### src/rtl/metrics_counter_bank.sv
// metrics_counter_bank: multi-channel performance-counter bank with sticky overflow and atomic snapshot
//
// Ports
//   clk        in   1        rising-edge clock
//   rst_n      in   1        asynchronous active-low reset
//   en         in   N        per-channel count enable
//   clear      in   N        per-channel synchronous clear (beats en/evt)
//   mode       in   N        0: count cycles, 1: count evt cycles
//   evt        in   N        per-channel event strobe
//   snap       in   1        snapshot request, rising edge captures
//   cnt        out  N*W      live counters, channel i at [i*W +: W]
//   snap_cnt   out  N*W      frozen copy of all counters
//   snap_done  out  1        one-cycle pulse after a capture
//   ovf        out  N        sticky overflow flags
// Optional (macro METRICS_THRESHOLD_EN)
//   thresh     in   N*W      per-channel compare value
//   hit        out  N        sticky compare-match flags
//   irq        out  1        registered OR of hit
//
// The event strobe is named evt because event is a reserved word.
module metrics_counter_bank #(
   parameter int NUM_CNT       = 4,
   parameter int COUNTER_WIDTH = 64,
   parameter int SATURATE      = 0
) (
   input  logic                             clk,
   input  logic                             rst_n,
   input  logic [NUM_CNT-1:0]               en,
   input  logic [NUM_CNT-1:0]               clear,
   input  logic [NUM_CNT-1:0]               mode,
   input  logic [NUM_CNT-1:0]               evt,
   input  logic                             snap,
   output logic [NUM_CNT*COUNTER_WIDTH-1:0] cnt,
   output logic [NUM_CNT*COUNTER_WIDTH-1:0] snap_cnt,
   output logic                             snap_done,
   output logic [NUM_CNT-1:0]               ovf
`ifdef METRICS_THRESHOLD_EN
   ,
   input  logic [NUM_CNT*COUNTER_WIDTH-1:0] thresh,
   output logic [NUM_CNT-1:0]               hit,
   output logic                             irq
`endif
);
   localparam int W = COUNTER_WIDTH;
   logic [NUM_CNT-1:0]   inc;
   logic [NUM_CNT-1:0]   ovf_d;
   logic [NUM_CNT*W-1:0] cnt_d;
   logic                 snap_q;
   logic                 snap_edge;
`ifdef METRICS_THRESHOLD_EN
   logic [NUM_CNT-1:0]   hit_d;
`endif
   assign inc       = en & ~clear & (~mode | evt);
   assign snap_edge = snap & ~snap_q;
   for (genvar i = 0; i < NUM_CNT; i++) begin : g_ch
      logic [W-1:0] c;
      logic [W-1:0] sum;
      assign c   = cnt[i*W +: W];
      // saturating build pins an all-ones counter instead of rolling over
      assign sum = (SATURATE != 0 && &c) ? c : c + 1'b1;
      assign cnt_d[i*W +: W] = clear[i] ? '0 : inc[i] ? sum : c;
      assign ovf_d[i] = ~clear[i] & (ovf[i] | (inc[i] & (&c)));
`ifdef METRICS_THRESHOLD_EN
      assign hit_d[i] = ~clear[i] & (hit[i] | (inc[i] & (sum == thresh[i*W +: W])));
`endif
   end
   always_ff @(posedge clk or negedge rst_n) begin
      if (!rst_n) begin
         cnt       <= '0;
         snap_cnt  <= '0;
         snap_done <= 1'b0;
         snap_q    <= 1'b0;
         ovf       <= '0;
      end else begin
         cnt       <= cnt_d;
         snap_cnt  <= snap_edge ? cnt : snap_cnt;
         snap_done <= snap_edge;
         snap_q    <= snap;
         ovf       <= ovf_d;
      end
   end
`ifdef METRICS_THRESHOLD_EN
   // irq follows next-state hit so both become visible in the same cycle
   always_ff @(posedge clk or negedge rst_n) begin
      if (!rst_n) begin
         hit <= '0;
         irq <= 1'b0;
      end else begin
         hit <= hit_d;
         irq <= |hit_d;
      end
   end
`endif
endmodule
### config.mk
export PLATFORM = sky130hd
export DESIGN_NAME = metrics_counter_bank
export DESIGN_NICKNAME = d
export VERILOG_FILES = /design/src/rtl/metrics_counter_bank.sv
export SDC_FILE = /design/constraint.sdc
export NUM_CORES = 1
export LEC_CHECK = 0
export CAP_MARGIN = 40
export CORE_ASPECT_RATIO = 1.25
export CORE_MARGIN = 2
export CORE_UTILIZATION = 51
export DETAILED_ROUTE_END_ITERATION = 10
export GPL_ROUTABILITY_DRIVEN = 0
export GPL_TIMING_DRIVEN = 0
export PLACE_DENSITY = 0.8
export REMOVE_ABC_BUFFERS = 1
export SETUP_SLACK_MARGIN = 0.3
export SLEW_MARGIN = 30
export SYNTH_ARGS = -nofsm -noshare
export SYNTH_HDL_FRONTEND = slang
export SYNTH_SLANG_ARGS = --single-unit
### constraint.sdc
create_clock -name clk -period 2.8 [get_ports clk]
set_input_delay 0.7 -clock clk [delete_from_list [all_inputs] [get_ports clk]]
set_output_delay 0.7 -clock clk [all_outputs]
set_load 0.01 [all_outputs]
# ---- Word-level counts from Yosys, hierarchy flattened
# Cells that the tools add are included.
dict set report word_totals {
  regBits 518
  latchBits 0
  ramBits 0
  romBits 0
  inputBits 19
  out_inout_bits 517
  wordCells 51
  n_memories 0
}
dict set report classes {
  add_sub_neg 4
  n_mul 0
  div_mod_pow 0
  order_cmp 0
  n_eq_ne 0
  n_shift 0
  mux 8
  bitwise_logic 23
  n_reduce_logical 8
}
# cell count
set op_table {}
lappend op_table {{64-bit two-way mux} 8}
lappend op_table {{64-bit by 1-bit adder with 64-bit output (second input constant)} 4}
lappend op_table {{64-bit AND reduction} 4}
lappend op_table {{1-bit AND} 9}
lappend op_table {{4-bit AND} 2}
lappend op_table {{4-bit NOT} 2}
lappend op_table {{2-bit nonzero test} 4}
lappend op_table {{1-bit NOT} 5}
lappend op_table {{1-bit OR} 4}
lappend op_table {{4-bit OR} 1}

# ---- Depth between registers and ports, before layout
# Gate-level depths: netlist (run 1).
dict set report depth {
  word_depth 6
  mapped_depth 9
  depth_no_buf 6
}

# ---- Worst setup path after synthesis (run 1)
# No wires, ideal clock.
dict set report synth_timing {
  kind {input -> register}
  from {input mode[1]}
  to {register cnt[123]}
  setup_time_ns 0.128
  arrival_time_ns 2.473
  required_time_ns 2.672
  setup_slack_ns 0.199
  stages 6
  path_buffers 1
  path_cell_list {nor2b_1 > or4_1 > or4_1 > buf_2 > nor4_4 > mux2_1}
}
dict set report synth_between {
  elab_chain_cells 4
}
# element line
set synth_rtl {}
lappend synth_rtl {{from (decl)} 30} ;# input logic [NUM_CNT-1:0] mode,
lappend synth_rtl {{4-bit NOT} 53} ;# assign inc = en & ~clear & (~mode | evt);
lappend synth_rtl {{4-bit OR} 53}
lappend synth_rtl {{4-bit AND} 53}
lappend synth_rtl {{2-bit nonzero test (no source line)} -}
lappend synth_rtl {{to (signal assigned)} 75} ;# cnt <= cnt_d;
lappend synth_rtl {{to (decl)} 33} ;# output logic [NUM_CNT*COUNTER_WIDTH-1:0] cnt,
# Every way passes these cells.
# A chain may end at the register's enable or synchronous reset.

# ---- Worst setup path after layout (run 1)
dict set report layout_timing {
  from {register cnt[206]}
  to {output cnt[206]}
}
# No word-level cell between the ends.

==> results of run 1 <==
[metrics by stage]
| step | instances | setup WS [ns] | area (um2) | utilization [%] | power (mW) |
|---|---|---|---|---|---|
| after global routing | 3899 | 0.248 | 32900 | 69.6 | 16.0 |
| after floorplan | 2574 | -9.43 | 23800 | - | 7.84 |
| after global placement | 3746 | -21.51 | 30000 | 63.5 | 8.20 |
| after CTS | 3865 | 0.253 | 32400 | 68.6 | 15.6 |
| final | 3899 | 0.288 | 32900 | 69.6 | 15.6 |
| after detailed placement | 3762 | -0.774 | 30400 | 64.4 | 8.27 |
[synthesized netlist by cell type (all sizes together), types with 4 or more instances]
master  count
nand2     883
dfrtp     518
nor2      134
nand4     132
nand3     121
clkbuf    115
a21oi      83
o21ai      63
mux2i      59
nor4       57
or4        55
nor3       52
o31ai      50
xor2       44
nand2b     43
and3       42
or3        41
xnor2      38
inv        28
buf        27
and4       23
nor2b      12
o41ai      11
and2       10
o211ai      9
or4b        9
nand4b      8
o311ai      8
or2         8
nor4b       6
a31o        5
ha          4
nand3b      4
[final cells by class]
class                      count  area share [%]
clock inverter                20           0.857
clock buffer                  71            4.61
timing repair buffer         593            18.6
antenna                        1         0.00762
sequential                   518            39.7
tap                          637            2.43
inverter                      28           0.400
multi-input combinational   2031            33.5
[metal layers]
metal | up-vias | share of wire [%]
met5 | - | 0.011
li1 | 10400 | -
met1 | 11400 | 36
met3 | 254 | 10
met2 | 1345 | 49
met4 | 2 | 4.1
[power breakdown]
group | internal (mW) | switching (mW)
Combinational | 0.170 | 0.445
Sequential | 7.51 | 0.0306
Clock | 4.40 | 3.02
[state kept, by name, indices dropped and copies added (netlist names)]
signal	count
snap_done	1
snap_cnt	256
snap_q	1
ovf	4
cnt	256
[placed cells by master (no fill, tap or decap), types with 41 or more instances in the layout]
| master | instances |
|---|---|
| xor2_1 | 44 |
| and3_1 | 41 |
| o21ai_0 | 63 |
| mux2i_1 | 59 |
| buf_4 | 41 |
| nand2_1 | 882 |
| dfrtp_2 | 59 |
| a21oi_1 | 82 |
| o31ai_1 | 50 |
| nor2_1 | 134 |
| dfrtp_1 | 459 |
| nand3_1 | 113 |
| or4_1 | 47 |
| nor3_1 | 44 |
| nand4_1 | 129 |
| clkbuf_16 | 53 |
| clkdlybuf4s50_1 | 527 |
| nor4_1 | 42 |
[worst register-to-register path, stage by stage (launching register included)]
cell	delay, ns
dfrtp_2	0.46
nand4_1	0.23
or4_4	0.56
or4_4	0.60
nor4_4	0.19
mux2_1	0.35
[logic make-up (layout without fill, tap and decap cells)]
logic type	Yosys count	in the layout
simple gates	1643	1646
flops	518	518
compound gates	237	237
buf+inv	170	712
xor+xnor	82	82
mux	62	62
fa+ha+maj	4	4
other cells	0	1
[path summary, 6_finish.rpt]
check                                               start  cells after the start                        end
max in group asynchronous                           rst_n                      5        cnt[69]$_DFFE_PN0P_
worst max register to register        cnt[93]$_DFFE_PN0P_                      5       cnt[123]$_DFFE_PN0P_
worst min-delay path                             clear[2]                      3       cnt[184]$_DFFE_PN0P_
worst max-delay path                 cnt[206]$_DFFE_PN0P_                      1                   cnt[206]
min in group asynchronous                           rst_n                      2  snap_cnt[178]$_DFFE_PN0P_
worst min register to register  snap_cnt[129]$_DFFE_PN0P_                      2  snap_cnt[129]$_DFFE_PN0P_
[repair_timing]
action / 4_1_cts / 5_1_grt
resized for setup: 37 / 71
buffers inserted: 10 / 28
pin swaps: 4 / 12
hold buffers: 1 / 0
gates cloned: 1 / 3
hold endpoints to repair: 40 / 0
endpoints found under the setup margin: 220 / 155
==> results by group, run 1 <==
Floorplan
  • Initial Utilization: 51.7%
  • Die X: 200 um
  • IO Pins: 536
  • Row count: 89
  • Die height: 249 um
  • Die Area: 49600 um2
  • Core ar.: 47200 um2

Power and ir drop
  • PwrDens: 474 nW/um2
  • VDD IR max: 0.446 mV
  • Leak: 14.3 nW

Layout
  • Nets@finish: 3246
  • Share of post-route cells with drive strength above 1: 8.77%
  • Synthesis-to-finish area growth: 34.7%
  • Fill cell count: 3571
  • Multi-input gate area: 11000 um2
  • FF+latch area: 13000 um2

Global routing
  • Total grt overflow: 0
  • Largest net degree at the start of global routing: 120
  • Vias in the first global route: 22.9k
  • Global-route wire length before repair: 124000 um
  • Met3 Resource Use GR: 7.64%
  • Grt met2 use: 51.6%
  • Initial antenna violation count: 2
  • Met1 Use GR: 38.6%
  • Total GRT Usage: 31.1%
  • Most used routing layer: met2

Synthesis
  • Synth async-reset ratio: 100%
  • Compound-cell area share of the yosys netlist: 5.94%
  • Post-synth top area share: 53.1%
  • Top_reg_cell synth: dfrtp_1
  • Synth Instances: 2716
  • Simple-Gate Fraction of Synth Area: 32.4%
  • Multiplexer share of the synthesized area: 2.56%
  • Main combinational cell family by area after synthesis: simple AND/OR/NAND/NOR gates
  • Top post-synthesis cells by area: dfrtp_1 (53%), nand2_1 (14%), nand4_1 (3.3%)
  • Avg Inst Size Synth: 8.98 um2
  • Xor-xnor portion of the synthesized cell area: 2.94%
  • EDFF count, synth: 0
  • Yosys cell types: 59
  • Post-synthesis register bit count: 518
  • YS warnings: 0
  • Synth Area in Adders: 0.205%
  • Sequential area share after synthesis: 53.1%
  • Netlist Area Pre-Place: 24400 um2
  • Leading area contributor after synthesis: dfrtp_1

CTS
  • TritonCTS Buffers: 51
  • H-tree depth: 2
  • CTS max path bufs: 3
  • CTS tree: built
  • Root buffer cell: clkbuf_16
  • Clock Sinks: 518
  • Worst-Skew Late Latency: 0.60 ns
  • Clk slew on worst S/H paths: 0.07 ns

Timing
  • Final number of hold-violating endpoints: 0
  • Slew headroom: 45.0%
  • FMAX: 0.398 GHz
  • Fin Clk Skew: 0.0158 ns
  • RSZ-0062 raised after global routing: yes
  • Min Tclk post-route: 2.51 ns
  • WHS: 0.426 ns
  • Fin crit share: 89.7%
  • Max Slew Vio Count: 0
  • Final setup viols: 0
  • Slew @ Worst Pin: 0.819 ns
  • Setup TNS Final: 0 ns

Critical path
  • Startpoint Class: register
  • CP bufs+invs: 1
  • Crit path kind: reg -> out
  • Max incr delay on CP: 0.63 ns
  • R2R Setup Slk: 0.31 ns
  • WP data arrival: 1.81 ns
  • Critical Path End Type: primary output
  • CP top delay family: buffers and inverters
  • Critical-path cell list: clkdlybuf4s50_1
  • Crit path required time: 2.10 ns
  • CP Max Fanout: 7
  • Slowest-stage cell, CP: clkdlybuf4s50_1

Route
  • Post-route ant nets: 0
  • Final WL: 79500 um
  • DR vias/cell: 6.02
  • Drt pass-1 iters: 6
  • Via count: 23.5k
  • DR iter-0 viols: 2302
  • DR WL/cell: 20.4 um
  • DRC: 0

Run
  • Max-Cap Viols: 0

Place
  • Dpl hpwl: 53600 um
  • Port Buffer Count: 535

Hold path
  • Hold Crit Class: in -> reg

Run status
  • Run status: completed
Note: power is estimated with default switching activity, not from simulation.
==> run 2, diff against run 1 <==
--- a/config.mk
+++ b/config.mk
@@ -13,7 +13,6 @@
 export GPL_ROUTABILITY_DRIVEN = 0
 export GPL_TIMING_DRIVEN = 0
 export PLACE_DENSITY = 0.8
-export REMOVE_ABC_BUFFERS = 1
 export SETUP_SLACK_MARGIN = 0.3
 export SLEW_MARGIN = 30
 export SYNTH_ARGS = -nofsm -noshare
==> run 2 against run 1 <==
Clock power fell by 3.5%. Global-route usage rose by 2.3 points. Hold slack improved by 0.017 ns. Cell area rose by 1.1%. Count of clock-buffer cells in the layout rose by 6. Die area did not move. Power fell by 1.6%. Cell count rose by 3.4%. Sequential power barely moved. Routed wire length rose by 6.2%. Non-clock buffer count rose by 136.
==> results by group, run 2 (synthesis results as in run 1) <==
Run status
  • Run status: completed

CTS
  • Root buffer cell: clkbuf_16
  • CTS max path bufs: 3 (unchanged)
  • Worst-Skew Late Latency: 0.61 ns (about the same)
  • TritonCTS Buffers: 51 (unchanged)
  • CTS tree: built
  • H-tree depth: 2 (unchanged)
  • Clock Sinks: 518 (unchanged)
  • Clk slew on worst S/H paths: 0.06 ns (about the same)

Route
  • Post-route ant nets: 0 (unchanged)
  • Final WL: 84500 um (+6.2%)
  • Via count: 24.2k (+3.1%)
  • Drt pass-1 iters: 7 (+1)
  • DR iter-0 viols: 2170 (-5.7%)
  • DRC: 0 (unchanged)
  • DR WL/cell: 20.9 um (+2.7%)
  • DR vias/cell: 6.00 (-0.31%)

Layout
  • Most frequent cells in the layout: nand2_1 (881), clkdlybuf4s50_1 (528), dfrtp_1 (474)
  • Synthesis-to-finish area growth: 36.1%
  • Share of post-route cells with drive strength above 1: 9.10% (+0.33 points)
  • Diode count: 0 (-1)
  • Core Util, Final: 70.3% (+0.74 points)
  • Most common cell after layout, fill and taps aside: nand2_1
  • Top flop regs: cnt: 256 flops, snap_cnt: 256 flops, ovf: 4 flops
  • Nets@finish: 3379 (+4.1%)

Floorplan
  • Die X: 200 um (unchanged)
  • Die Area: 49600 um2 (unchanged)
  • Core ar.: 47200 um2 (unchanged)
  • Initial Utilization: 51.7% (unchanged)
  • Row count: 89 (unchanged)
  • Die height: 249 um (unchanged)
  • IO Pins: 536 (unchanged)

Critical path
  • Crit path required time: 3.32 ns (+1.22 ns)
  • Slowest-stage cell, CP: or4_1
  • CP Max Fanout: 7 (unchanged)
  • Critical Path End Type: register
  • CP bufs+invs: 2 (+1)
  • CP top delay family: simple AND/OR/NAND/NOR gates
  • Max incr delay on CP: 0.57 ns (-0.06 ns)
  • WP data arrival: 3.02 ns (+1.21 ns)
  • Crit path kind: reg -> reg
  • Critical-path cell list: clkbuf_2 -> nand4_1 -> buf_4 -> nor4_4 -> nand3_2 -> or4_1 -> a21oi_1
  • Startpoint Class: register

Place
  • Port Buffer Count: 534 (-0.19%)
  • Placement Setup Slack: -0.616 ns (+0.157 ns)
  • Dpl hpwl: 60500 um (+13%)

Global routing
  • Total grt overflow: 0 (unchanged)
  • Total GRT Usage: 33.4% (+2.3 points)
  • Global-route wire length before repair: 131000 um (+5.1%)
  • Initial antenna violation count: 0 (-2)
  • Largest net degree at the start of global routing: 92 (-23%)
  • Vias in the first global route: 23.5k (+2.8%)

Timing
  • Max Slew Vio Count: 0 (unchanged)
  • Fin Clk Skew: 0.0233 ns (+0.00749 ns)
  • Slew headroom: 46.5% (+1.5 points)
  • Min Tclk post-route: 2.50 ns (-0.0149 ns)
  • Final setup viols: 0 (unchanged)
  • Setup TNS Final: 0 ns (unchanged)
  • FMAX: 0.400 GHz (+0.60%)
  • RSZ-0062 raised after global routing: yes
  • Final number of hold-violating endpoints: 0 (unchanged)
  • Final WS setup: 0.303 ns (+0.0149 ns)
  • Slew @ Worst Pin: 0.803 ns (-0.0161 ns)
  • Fin crit share: 89.2% (-0.53 points)

Hold path
  • Hold Crit Class: in -> reg

Synthesis
  • Post-Syn Nets: 2739

Power and ir drop
  • VDD IR max: 0.500 mV (+12%)
  • PwrDens: 462 nW/um2 (-2.6%)
  • Leak: 14.5 nW (+1.6%)

Run
  • Max-Cap Viols: 0 (unchanged)
run 2: changes by cell type in the layout (fill, tap and decap cells not counted), moves of 7 or more:
cell	before	now
dfrtp_1	459	474
buf_4	41	48
dfrtp_2	59	44
clkbuf_1	6	98
buf_1	1	9
clkbuf_2	1	23
buf_2	1	11
clkbuf_4	1	8
buf_16	14	6
run 2: final cells by class:
class,count,area (um2)
clock inverter,16,228
tap,637,797
clock buffer,77,1500
sequential,518,13000
fill,3531,14000
multi-input combinational,2028,11000
timing repair buffer,587,5880
buffer,142,657
inverter,28,105
run 2: stage by stage:
stage	total power, mW	std cells	hold slack [ns]	area, um2
floorplan	7.90	2716	0.404	24400
global placement	8.27	3887	0.459	30500
detailed placement	8.30	3894	0.461	30700
CTS	15.4	4001	0.415	32700
global route	15.8	4033	0.443	33200
finish	15.3	4033	0.442	33200
run 2: worst reg2reg max path, delay by kind of cell, from the launching register on:
kind            cells  cell delay [ns]
simple gates        4             1.47
flops               1             0.35
compound gates      1             0.16
buf+inv             2             0.44
run 2: final timing paths:
kind,startpoint,to,slack (ns),cells past startpoint
worst max-delay path,cnt[2]$_DFFE_PN0P_,cnt[54]$_DFFE_PN0P_,0.30,7
worst min-delay path,en[2],cnt[129]$_DFFE_PN0P_,0.44,3
max in group asynchronous,rst_n,cnt[27]$_DFFE_PN0P_,1.04,4
worst min register to register,snap_cnt[222]$_DFFE_PN0P_,snap_cnt[222]$_DFFE_PN0P_,0.47,2
worst max register to register,cnt[2]$_DFFE_PN0P_,cnt[54]$_DFFE_PN0P_,0.30,7
min in group asynchronous,rst_n,snap_cnt[158]$_DFFE_PN0P_,0.60,2
run 2: report_power, final:
| part | switching [mW] | internal, mW |
|---|---|---|
| clock network | 3.01 | 4.15 |
| logic | 0.470 | 0.158 |
| registers | 0.0363 | 7.51 |
run 2: repair_timing:
item	4_1_cts	5_1_grt
endpoints found under the setup margin	116	203
pin swaps	6	13
buffers inserted	13	30
gates resized for setup	28	134
cloned	0	0
hold buffers	1	0
endpoints found under the hold margin	40	0
run 2: per-layer routing:
| layer | vias to the layer above | GRT usage [%] | wire length, um |
|---|---|---|---|
| met5 | - | 0 | 0 |
| met4 | 0 | 19.3 | 5510 |
| met2 | 1400 | 54.3 | 40500 |
| met1 | 11700 | 41.2 | 30800 |
| li1 | 10700 | - | - |
| met3 | 371 | 6.70 | 7690 |
==> run 3, diff against run 2 <==
--- a/config.mk
+++ b/config.mk
@@ -6,15 +6,18 @@
 export NUM_CORES = 1
 export LEC_CHECK = 0
 export CAP_MARGIN = 40
+export CELL_PAD_IN_SITES_DETAIL_PLACEMENT = 2
+export CELL_PAD_IN_SITES_GLOBAL_PLACEMENT = 2
 export CORE_ASPECT_RATIO = 1.25
 export CORE_MARGIN = 2
-export CORE_UTILIZATION = 51
+export CORE_UTILIZATION = 38
 export DETAILED_ROUTE_END_ITERATION = 10
+export DONT_BUFFER_PORTS = 1
 export GPL_ROUTABILITY_DRIVEN = 0
 export GPL_TIMING_DRIVEN = 0
-export PLACE_DENSITY = 0.8
+export PLACE_DENSITY_LB_ADDON = 0.1
 export SETUP_SLACK_MARGIN = 0.3
-export SLEW_MARGIN = 30
+export SLEW_MARGIN = 0
 export SYNTH_ARGS = -nofsm -noshare
 export SYNTH_HDL_FRONTEND = slang
 export SYNTH_SLANG_ARGS = --single-unit
==> run 3 against run 2 <==
The run now ends with hold timing left. Die area up 34%. Via count down 8.7%. Power grew 3.7%. Count of clock-buffer cells in the layout rose by 3. Largest cell class unchanged. Largest power group is now clock.
==> results by group, run 3 (synthesis results as in run 1) <==
Run status
  • Run status: complete, but fails checks
  • Violated checks: hold timing

CTS
  • CTS tree: built
  • Worst-Skew Late Latency: 0.62 ns (about the same)
  • H-tree depth: 2 (unchanged)
  • Clk slew on worst S/H paths: 0.07 ns (about the same)
  • CTS max path bufs: 3 (unchanged)
  • Clock Sinks: 518 (unchanged)
  • TritonCTS Buffers: 57 (+12%)
  • Root buffer cell: clkbuf_16

Power and ir drop
  • VDD IR max: 0.441 mV (-12%)
  • Total power: 15.9 mW (+3.7%)
  • PwrDens: 556 nW/um2 (+20%)
  • Leak: 12.8 nW (-12%)

Layout
  • Top flop regs: cnt: 256 flops, snap_cnt: 256 flops, ovf: 4 flops
  • Layout Cells excl Fill: 3720 (-7.8%)
  • Share of post-route cells with drive strength above 1: 14.4% (+5.3 points)
  • Core Util, Final: 45.1% (-25 points)
  • Most frequent cells in the layout: nand2_1 (880), dfrtp_1 (404), nor2_1 (132)
  • Nets@finish: 2861 (-15%)
  • Most common cell after layout, fill and taps aside: nand2_1
  • Design area: 28600 um2 (-14%)
  • Synthesis-to-finish area growth: 17.3%
  • Fill cell count: 6787 (+92%)
  • Diode count: 0 (unchanged)

Route
  • Routed wl met3: 6990 um (-9.1%)
  • Top routing layer used: met5
  • DR vias/cell: 5.94 (-1.0%)
  • DR iter-0 viols: 1189 (-45%)
  • Via count: 22.1k (-8.7%)
  • Drt pass-1 iters: 5 (-2)
  • Final WL: 102000 um (+21%)
  • Post-route ant nets: 0 (unchanged)
  • Met2 wire length: 52400 um (+29%)
  • Met1 Routed Length: 38400 um (+25%)
  • DR WL/cell: 27.4 um (+31%)
  • DRC: 0 (unchanged)

Timing
  • Setup TNS Final: 0 ns (unchanged)
  • WHS: -0.227 ns (-0.669 ns)
  • FMAX: 0.398 GHz (-0.68%)
  • Slew @ Worst Pin: 0.916 ns (+0.114 ns)
  • Final WS setup: 0.286 ns (-0.0170 ns)
  • Slew headroom: 38.9% (-7.6 points)
  • Fin Clk Skew: 0.0146 ns (-0.00869 ns)
  • Final setup viols: 0 (unchanged)
  • RSZ-0062 raised after global routing: yes
  • Fin crit share: 89.8% (+0.61 points)
  • Final number of hold-violating endpoints: 518 (+518)
  • Min Tclk post-route: 2.51 ns (+0.0170 ns)
  • Max Slew Vio Count: 0 (unchanged)

Place
  • Port Buffer Count: 0 (-100%)
  • Placement Setup Slack: -0.406 ns (+0.210 ns)
  • Dpl hpwl: 72000 um (+19%)
  • Placed insts: 3569 (-8.3%)
  • Placed cell area: 25600 um2 (-17%)

Critical path
  • CP bufs+invs: 1 (-1)
  • Critical Path Source: cnt[95]$_DFFE_PN0P_
  • Slowest-stage cell, CP: or4_4
  • CP top delay family: simple AND/OR/NAND/NOR gates
  • Max incr delay on CP: 0.57 ns (about the same)
  • Crit path kind: reg -> reg
  • CP Max Fanout: 10 (+3)
  • Startpoint Class: register
  • Critical Path End Type: register
  • Crit path top cell by count: or4_4
  • Critical-path cell list: nand4_4 -> or4_4 -> or4_4 -> buf_6 -> nor4_4 -> mux2_1
  • WP data arrival: 3.01 ns (about the same)
  • R2R Path Start: cnt[95]$_DFFE_PN0P_
  • Crit path required time: 3.30 ns (-0.02 ns)

Global routing
  • Total grt overflow: 0 (unchanged)
  • Vias in the first global route: 24.4k (+3.7%)
  • Total GRT Usage: 29.9% (-3.5 points)
  • Initial antenna violation count: 1 (+1)
  • Largest net degree at the start of global routing: 519 (+460%)
  • Global-route wire length before repair: 154000 um (+17%)

Floorplan
  • Die height: 287 um (+16%)
  • IO Pins: 536 (unchanged)
  • Core ar.: 63400 um2 (+34%)
  • Die Area: 66300 um2 (+34%)
  • Die X: 231 um (+16%)
  • Row count: 103 (+16%)
  • Initial Utilization: 38.5% (-13 points)

Run
  • Max-Cap Viols: 0 (unchanged)

Synthesis
  • Post-Syn Nets: 2739 (unchanged)

Hold path
  • Hold Crit Class: in -> async
## run 3: power breakdown
group,internal (mW),switching [mW],total (mW)
combinational,0.0832,0.324,0.408
sequential,7.51,0.0582,7.57
clock,4.64,3.28,7.92
total,12.2,3.67,15.9
## run 3: worst paths after layout
| kind | end | slack [ns] | depth (start not counted) |
|---|---|---|---|
| setup / recovery | cnt[123]$_DFFE_PN0P_ | 0.29 | 6 |
| hold / removal | snap_cnt[236]$_DFFE_PN0P_ | -0.23 | 0 |
| setup reg to reg | cnt[123]$_DFFE_PN0P_ | 0.29 | 6 |
| hold reg to reg | snap_cnt[163]$_DFFE_PN0P_ | 0.55 | 2 |
| max in group asynchronous | cnt[131]$_DFFE_PN0P_ | 2.28 | 0 |
| min in group clk | snap_q$_DFF_PN0_ | 0.10 | 0 |
## run 3: cell type report
type                       instances  area, um2  area share, %
clock buffer                      80       1650           5.78
multi-input combinational       2028      11200           39.2
clock inverter                    21        269          0.940
sequential                       518      13100           45.8
inverter                          28        105          0.367
buffer                           142        708           2.48
timing repair buffer              63        503           1.76
tap                              840       1050           3.67
## run 3: timing repair
action | 4_1_cts | 5_1_grt
pin swaps | 15 | 21
setup buffers | 31 | 19
endpoints found under the setup margin | 153 | 108
gates cloned | 0 | 0
hold endpoints to repair | 518 | 518
gates resized for setup | 114 | 153
## run 3: routing by layer
| layer | vias to the layer above | track usage (%) |
|---|---|---|
| met5 | - | 0 |
| met2 | 601 | 54.1 |
| li1 | 9632 | - |
| met4 | 2 | 11.1 |
| met1 | 11700 | 33.6 |
| met3 | 202 | 8.03 |
